### src/rtl/bit_serial_pkg.sv
// bit_serial_pkg: types and constants shared by the serial link receiver
// and transmitter.
// Optional feature macro: BIT_SERIAL_RX_PARITY_EN. When it is defined, the
// receiver FSM gains a PARITY state for one even-parity bit per frame.
package bit_serial_pkg;

   localparam int   DEFAULT_WIDTH        = 8;
   localparam int   DEFAULT_CLKS_PER_BIT = 4;
   localparam logic IDLE_LEVEL           = 1'b1;

   // Receiver frame-walking states.
   typedef enum logic [2:0] {
      ST_IDLE   = 3'd0,
      ST_START  = 3'd1,
      ST_DATA   = 3'd2,
`ifdef BIT_SERIAL_RX_PARITY_EN
      ST_PARITY = 3'd3,
`endif
      ST_STOP   = 3'd4
   } rx_state_e;

   // Outcome of a frame, decided at the stop-bit sample and acted on one
   // cycle later by the output buffer.
   typedef enum logic [1:0] {
      EVT_NONE       = 2'd0,
      EVT_DELIVER    = 2'd1,
      EVT_FRAME_ERR  = 2'd2,
      EVT_PARITY_ERR = 2'd3
   } rx_evt_e;

   // Even parity: the parity bit that makes the total count of ones even.
   function automatic logic even_parity(input logic [31:0] data);
      return ^data;
   endfunction

endpackage

### src/rtl/bit_serial_rx_sync.sv
// bit_sync: two-flop synchronizer for a single asynchronous input. Both
// flops reset to RESET_VAL, so a line that idles at that level does not
// appear to toggle when reset is released.
module bit_sync #(
   parameter logic RESET_VAL = 1'b1
) (
   input  logic clk,
   input  logic rst_n,
   input  logic d,
   output logic q
);

   logic meta_q, meta_d;
   logic sync_q, sync_d;

   // Next values: shift the input one stage per clock.
   always_comb begin
      meta_d = d;
      sync_d = meta_q;
   end

   // Synchronizer flops.
   // NOTE: sequential state uses non-blocking (<=) so every flop samples the
   // pre-edge value of the others; blocking here would collapse the chain.
   always_ff @(posedge clk or negedge rst_n) begin
      if (!rst_n) begin
         meta_q <= RESET_VAL;
         sync_q <= RESET_VAL;
      end else begin
         meta_q <= meta_d;
         sync_q <= sync_d;
      end
   end

   assign q = sync_q;

endmodule

### src/rtl/bit_serial_rx.sv
// bit_serial_rx: receive end of the single-bit serial link. Synchronizes
// the line, walks the frame (start, WIDTH data bits LSB-first, optional
// even-parity bit, stop), and presents clean words on a one-entry
// valid/ready buffer. Framing, parity and overrun errors are one-cycle
// pulses.
// Optional feature macro: BIT_SERIAL_RX_PARITY_EN (adds the parity bit).
module bit_serial_rx
   import bit_serial_pkg::*;
#(
   parameter int WIDTH        = DEFAULT_WIDTH,
   parameter int CLKS_PER_BIT = DEFAULT_CLKS_PER_BIT
) (
   input  logic             clk,
   input  logic             rst_n,
   input  logic             in,
   output logic [WIDTH-1:0] out_data,
   output logic             out_valid,
   input  logic             out_ready,
   output logic             frame_err,
   output logic             parity_err,
   output logic             overrun
);

   localparam int CNT_W = $clog2(CLKS_PER_BIT);
   localparam int IDX_W = $clog2(WIDTH + 1);

   localparam logic [CNT_W-1:0] HALF_RELOAD = CNT_W'(CLKS_PER_BIT / 2 - 1);
   localparam logic [CNT_W-1:0] FULL_RELOAD = CNT_W'(CLKS_PER_BIT - 1);
   localparam logic [IDX_W-1:0] LAST_IDX    = IDX_W'(WIDTH - 1);

   logic s_in;

   rx_state_e        state_q, state_d;
   logic [CNT_W-1:0] cnt_q,   cnt_d;
   logic [IDX_W-1:0] idx_q,   idx_d;
   logic [WIDTH-1:0] shift_q, shift_d;
   rx_evt_e          evt_q,   evt_d;
   logic             bit_tick;
   logic             par_pend;

   logic [WIDTH-1:0] out_data_q,   out_data_d;
   logic             out_valid_q,  out_valid_d;
   logic             frame_err_q,  frame_err_d;
   logic             overrun_q,    overrun_d;

   // Bring the asynchronous line into the clock domain.
   bit_sync #(
      .RESET_VAL (IDLE_LEVEL)
   ) u_sync (
      .clk   (clk),
      .rst_n (rst_n),
      .d     (in),
      .q     (s_in)
   );

`ifdef BIT_SERIAL_RX_PARITY_EN
   logic par_pend_q, par_pend_d;
   assign par_pend = par_pend_q;
`else
   assign par_pend = 1'b0;
`endif

   // Frame FSM: next state, bit timing and data shifting.
   // NOTE: every signal written here gets a default first; a path that
   // leaves one unassigned would infer a latch.
   always_comb begin
      state_d  = state_q;
      cnt_d    = cnt_q;
      idx_d    = idx_q;
      shift_d  = shift_q;
      evt_d    = EVT_NONE;
`ifdef BIT_SERIAL_RX_PARITY_EN
      par_pend_d = par_pend_q;
`endif
      bit_tick = (cnt_q == '0);

      unique case (state_q)
         ST_IDLE: begin
            if (s_in != IDLE_LEVEL) begin
               state_d = ST_START;
               cnt_d   = HALF_RELOAD;
`ifdef BIT_SERIAL_RX_PARITY_EN
               par_pend_d = 1'b0;
`endif
            end
         end

         ST_START: begin
            if (!bit_tick) begin
               cnt_d = cnt_q - 1'b1;
            end else if (s_in != IDLE_LEVEL) begin
               state_d = ST_DATA;
               cnt_d   = FULL_RELOAD;
               idx_d   = '0;
            end else begin
               // Line went back high before mid start bit: a glitch.
               state_d = ST_IDLE;
            end
         end

         ST_DATA: begin
            if (!bit_tick) begin
               cnt_d = cnt_q - 1'b1;
            end else begin
               // LSB arrives first; after WIDTH shifts it sits in bit 0.
               shift_d = (shift_q >> 1) | (WIDTH'(s_in) << (WIDTH - 1));
               cnt_d   = FULL_RELOAD;
               if (idx_q == LAST_IDX) begin
`ifdef BIT_SERIAL_RX_PARITY_EN
                  state_d = ST_PARITY;
`else
                  state_d = ST_STOP;
`endif
               end else begin
                  idx_d = idx_q + 1'b1;
               end
            end
         end

`ifdef BIT_SERIAL_RX_PARITY_EN
         ST_PARITY: begin
            if (!bit_tick) begin
               cnt_d = cnt_q - 1'b1;
            end else begin
               if (s_in != even_parity(32'(shift_q))) par_pend_d = 1'b1;
               cnt_d   = FULL_RELOAD;
               state_d = ST_STOP;
            end
         end
`endif

         ST_STOP: begin
            if (!bit_tick) begin
               cnt_d = cnt_q - 1'b1;
            end else begin
               state_d = ST_IDLE;
               cnt_d   = '0;
               if (s_in != IDLE_LEVEL) evt_d = EVT_FRAME_ERR;
               else if (par_pend)      evt_d = EVT_PARITY_ERR;
               else                    evt_d = EVT_DELIVER;
            end
         end

         default: begin
            state_d = ST_IDLE;
            cnt_d   = '0;
         end
      endcase
   end

   // Frame FSM registers.
   always_ff @(posedge clk or negedge rst_n) begin
      if (!rst_n) begin
         state_q <= ST_IDLE;
         cnt_q   <= '0;
         idx_q   <= '0;
         shift_q <= '0;
         evt_q   <= EVT_NONE;
      end else begin
         state_q <= state_d;
         cnt_q   <= cnt_d;
         idx_q   <= idx_d;
         shift_q <= shift_d;
         evt_q   <= evt_d;
      end
   end

`ifdef BIT_SERIAL_RX_PARITY_EN
   // Pending parity mismatch for the frame in flight.
   always_ff @(posedge clk or negedge rst_n) begin
      if (!rst_n) par_pend_q <= 1'b0;
      else        par_pend_q <= par_pend_d;
   end
`endif

   // Output buffer: accept a delivered word, or drop it when full.
   always_comb begin
      out_data_d  = out_data_q;
      out_valid_d = out_valid_q && !out_ready;
      overrun_d   = 1'b0;
      frame_err_d = (evt_q == EVT_FRAME_ERR);
      if (evt_q == EVT_DELIVER) begin
         if (!out_valid_q || out_ready) begin
            out_data_d  = shift_q;
            out_valid_d = 1'b1;
         end else begin
            // Consumer still holds the previous word: keep it, drop new one.
            out_valid_d = 1'b1;
            overrun_d   = 1'b1;
         end
      end
   end

   // Output buffer and status pulse registers.
   always_ff @(posedge clk or negedge rst_n) begin
      if (!rst_n) begin
         out_data_q  <= '0;
         out_valid_q <= 1'b0;
         frame_err_q <= 1'b0;
         overrun_q   <= 1'b0;
      end else begin
         out_data_q  <= out_data_d;
         out_valid_q <= out_valid_d;
         frame_err_q <= frame_err_d;
         overrun_q   <= overrun_d;
      end
   end

`ifdef BIT_SERIAL_RX_PARITY_EN
   logic parity_err_q, parity_err_d;

   // Parity error pulse, aligned with where out_valid would have risen.
   always_comb begin
      parity_err_d = (evt_q == EVT_PARITY_ERR);
   end

   // Parity error pulse register.
   always_ff @(posedge clk or negedge rst_n) begin
      if (!rst_n) parity_err_q <= 1'b0;
      else        parity_err_q <= parity_err_d;
   end

   assign parity_err = parity_err_q;
`else
   assign parity_err = 1'b0;
`endif

   assign out_data  = out_data_q;
   assign out_valid = out_valid_q;
   assign frame_err = frame_err_q;
   assign overrun   = overrun_q;

endmodule

### config.mk
export PLATFORM = sky130hd
export DESIGN_NAME = bit_serial_rx
export DESIGN_NICKNAME = d
export VERILOG_FILES = /design/src/rtl/bit_serial_pkg.sv /design/src/rtl/bit_serial_rx_sync.sv /design/src/rtl/bit_serial_rx.sv
export SDC_FILE = /design/constraint.sdc
export NUM_CORES = 1
export LEC_CHECK = 0
export ABC_AREA = 1
export ABC_CLOCK_PERIOD_IN_PS = 1970
export BUFFER_PORTS_ARGS = -buffer_cell sky130_fd_sc_hd__buf_2
export CAP_MARGIN = 10
export CORE_AREA = 2 2 50 98
export CTS_CLUSTER_SIZE = 25
export DETAILED_ROUTE_END_ITERATION = 12
export DIE_AREA = 0 0 52 100
export PLACE_DENSITY = 0.59
export SYNTH_ARGS = -nofsm -noshare
export SYNTH_HDL_FRONTEND = slang
export SYNTH_SLANG_ARGS = --single-unit
### constraint.sdc
create_clock -name clk -period 1.97 [get_ports clk]
set_input_delay 0.2955 -clock clk [delete_from_list [all_inputs] [get_ports clk]]
set_output_delay 0.2955 -clock clk [all_outputs]
set_load 0.05 [all_outputs]
==> flow_metrics.py <==
metrics = {
    "cts": {
        "cts_buffers": 5,
        "cts-resized-gates": 0,
        "clock_latency_ps": 280,
        "holdBufCountCts": 0,
        "root_buffer": "clkbuf_8",
        "cts_setup_buffers": 0,
        "clk_pin_slew_ps": 60,
        "clock_path_buffers": 2,
        "tritoncts": "yes",
        "htreeDepth": 2,
        "clock-sinks": 32,
    },
    "global_routing": {
        "grt_pass1_vias": 1003,
        "grt.total_usage_pct": 10.87,
        "overflow": 0,
        "grt_pass1_wl_um": 4257,
        "grt_max_degree": 33,
        "antenna_found_initial": 0,
    },
    "synthesis": {
        "syn_inst": 170,
        "ys_warn_count": 0,
        "synth.area.top_cells": "dfrtp_1, nand2_1, inv_1, o21ai_2, o21ai_0",
        "synth-seq-cells": 32,
        "syn_area_per_cell_um2": 8.839,
        "synth.net_count": 178,
        "synth_top_area_share_pct": 49.96,
        "synth_area_leader_cell": "dfrtp_1",
        "syn-cell-area_um2": 1503,
        "yosysSeqAreaShare_pct": 53.46,
        "synth_cell_types": 24,
    },
    "finish": {
        "final_core_util_pct": 38.25,
        "antenna_cells": 0,
        "fin_nets": 196,
        "syn_to_final_growth_pct": 14.82,
        "drive_gt1_share_pct": 22.75,
    },
    "worst_setup_path": {
        "worstSetupPathType": "reg -> reg",
        "r2r_end": "idx_q[1]$_DFFE_PN0P_",
        "max_stage_delay_ps": 390,
        "worstSetupStartpointType": "flip-flop",
        "path_common_cell": "nand2_1",
        "crit_chain": "inv_1, ha_1, nand2_1, nand3_2, nand3_1, nand2_1, nand2_1",
        "cp.required_ps": 2140,
        "rrSetupSlack_ps": 550,
        "end_kind": "flip-flop",
        "critPathMaxFanout": 6,
        "arrival_ps": 1590,
        "r2r_start": "cnt_q[0]$_DFFE_PN0P_",
        "reg2reg_depth": 7,
        "crit_slowest_cell": "dfrtp_1",
    },
    "drt": {
        "drc_errors": 0,
        "dr.pass1.iters": 4,
        "wirelength_um": 2472,
        "num_vias": 1069,
        "wl_per_cell_um": 10.13,
        "antenna_left": 0,
        "vias_per_cell": 4.381,
        "dr.first_iter.drc_count": 28,
    },
    "sta": {
        "fin_skew_ps": 6.473,
        "min_period_over_period_pct": 72.02,
        "slew_headroom_pct": 53.81,
        "worst_pin_slew_ps": 692.9,
        "fmax_mhz": 704.9,
        "finalSetupViolations": 0,
        "drv_slew": 0,
        "finalHoldViolCount": 0,
        "tns_ps": 0,
        "timing.final.crit_period_ps": 1419,
        "grt_setup_unrepaired": "no",
    },
    "floorplanning": {
        "num_rows": 35,
        "die_h_um": 100,
        "ios": 16,
        "coreArea_um2": 4511,
        "start_util_pct": 33.31,
        "fp.dieArea_um2": 5200,
        "dieWidth_um": 52,
    },
    "min_path": {
        "hold_class": "in -> async",
    },
    "power": {
        "powerDensity_nw_per_um2": 1495,
        "ir_drop_mv": 0.8641,
        "p_leak_uw": 0.0009137,
    },
    "run_status": {
        "outcome": "finished, final reports clean",
    },
    "place": {
        "finalWeightedCongestion": 0.8096,
        "dp_hpwl_um": 1812,
        "port_buffers": 14,
    },
    "job": {
        "cap_viol_max_count": 0,
    },
}
[how the worst max path moves through the flow]
stage                                     from                 endpoint  cells past startpoint
final                     cnt_q[0]$_DFFE_PN0P_     idx_q[1]$_DFFE_PN0P_                      7
after global routing      cnt_q[0]$_DFFE_PN0P_     cnt_q[1]$_DFFE_PN0P_                      7
after CTS                 cnt_q[0]$_DFFE_PN0P_     idx_q[1]$_DFFE_PN0P_                      7
after detailed placement  cnt_q[0]$_DFFE_PN0P_     idx_q[1]$_DFFE_PN0P_                      7
after global placement    cnt_q[0]$_DFFE_PN0P_   state_q[1]$_DFFE_PN0P_                      8
after floorplan            out_valid$_DFF_PN0_  out_data[6]$_DFFE_PN0P_                      5
[placed cells by master, fill, tap and decap left out, types with 2 or more instances in the layout]
master    count
inv_2         2
o21ai_0      12
nor2_1       14
buf_2        14
dfstp_2       2
ha_1          4
dfrtp_1      30
nand2_1      50
nand2_2       4
nand3_2       2
o21ai_2       8
clkbuf_8      5
inv_1        22
nand3_1       7
xor2_1        2
[sequential cells by signal, summed over array words and instances, names as in the netlist]
signal	flops
out_data	8
shift_q	8
idx_q	4
state_q	3
cnt_q	2
evt_q	2
frame_err	1
out_valid	1
overrun	1
u_sync.meta_q	1
u_sync.q	1
[synthesized netlist by cell type]
master    count
nand2_1      50
dfrtp_1      30
inv_1        22
nor2_1       14
o21ai_0      12
o21ai_2       8
nand3_1       7
ha_1          4
nand2_2       4
dfstp_2       2
inv_2         2
nand3_2       2
xor2_1        2
buf_2         1
buf_4         1
buf_6         1
conb_1        1
inv_4         1
nand2_4       1
nand3_4       1
nand3b_1      1
nor2_4        1
nor3_1        1
o21ai_1       1
[layer usage]
metal	GRT usage (%)	part of all wire [%]	vias to the layer above
li1	-	-	553
met1	13.38	48	491
met2	16.94	46	19
met3	3.125	3.8	6
met4	5.466	2.2	0
met5	0	0	-
[where the power goes]
group	leakage [uW]	switching, uW	internal [uW]
sequential	0.000427	115	835
combinational	0.000432	708	309
clock	0.0000552	237	375
[worst max-delay path, delay by kind of cell (launching register included)]
kind | cells | cell delay, ps
DFF | 1 | 390
adders and majority gates | 1 | 290
and+or+nand+nor | 5 | 550
buffers and inverters | 1 | 100
[per-stage QoR]
step	setup WS (ps)	hold slack (ps)	cells	total power, uW	instance area, um2
final	551.3	54.68	244	2580	1725
after global routing	415.3	103.0	244	2770	1725
after CTS	544.6	80.95	244	2610	1725
after detailed placement	551.0	348.8	236	1988	1618
after global placement	598.4	346.4	236	1971	1618
after floorplan	647.0	-0.09107	170	1795	1503
[area by class of cell]
cell class              instances  area [um2]
multi-input cells             110       579.3
well taps                      55       68.82
fillers                       450        2785
clock inverters                 2       35.03
clock buffers                   6       72.57
inverters                      25       96.34
flip-flops and latches         32       803.3
repair buffers                 14       70.07
[cells by family after synthesis]
group                    count (synthesis)  synth area share (%)
AO/OA/AOI/OAI                           21                 8.993
XOR/XNOR                                 2                 1.166
adder cells (fa/ha/maj)                  4                 3.331
buffers and inverters                   28                 7.994
flip-flops                              32                 53.46
other                                    1                0.2496
AND/OR/NAND/NOR                         82                 24.81
Power figures use the tool's default switching activity.
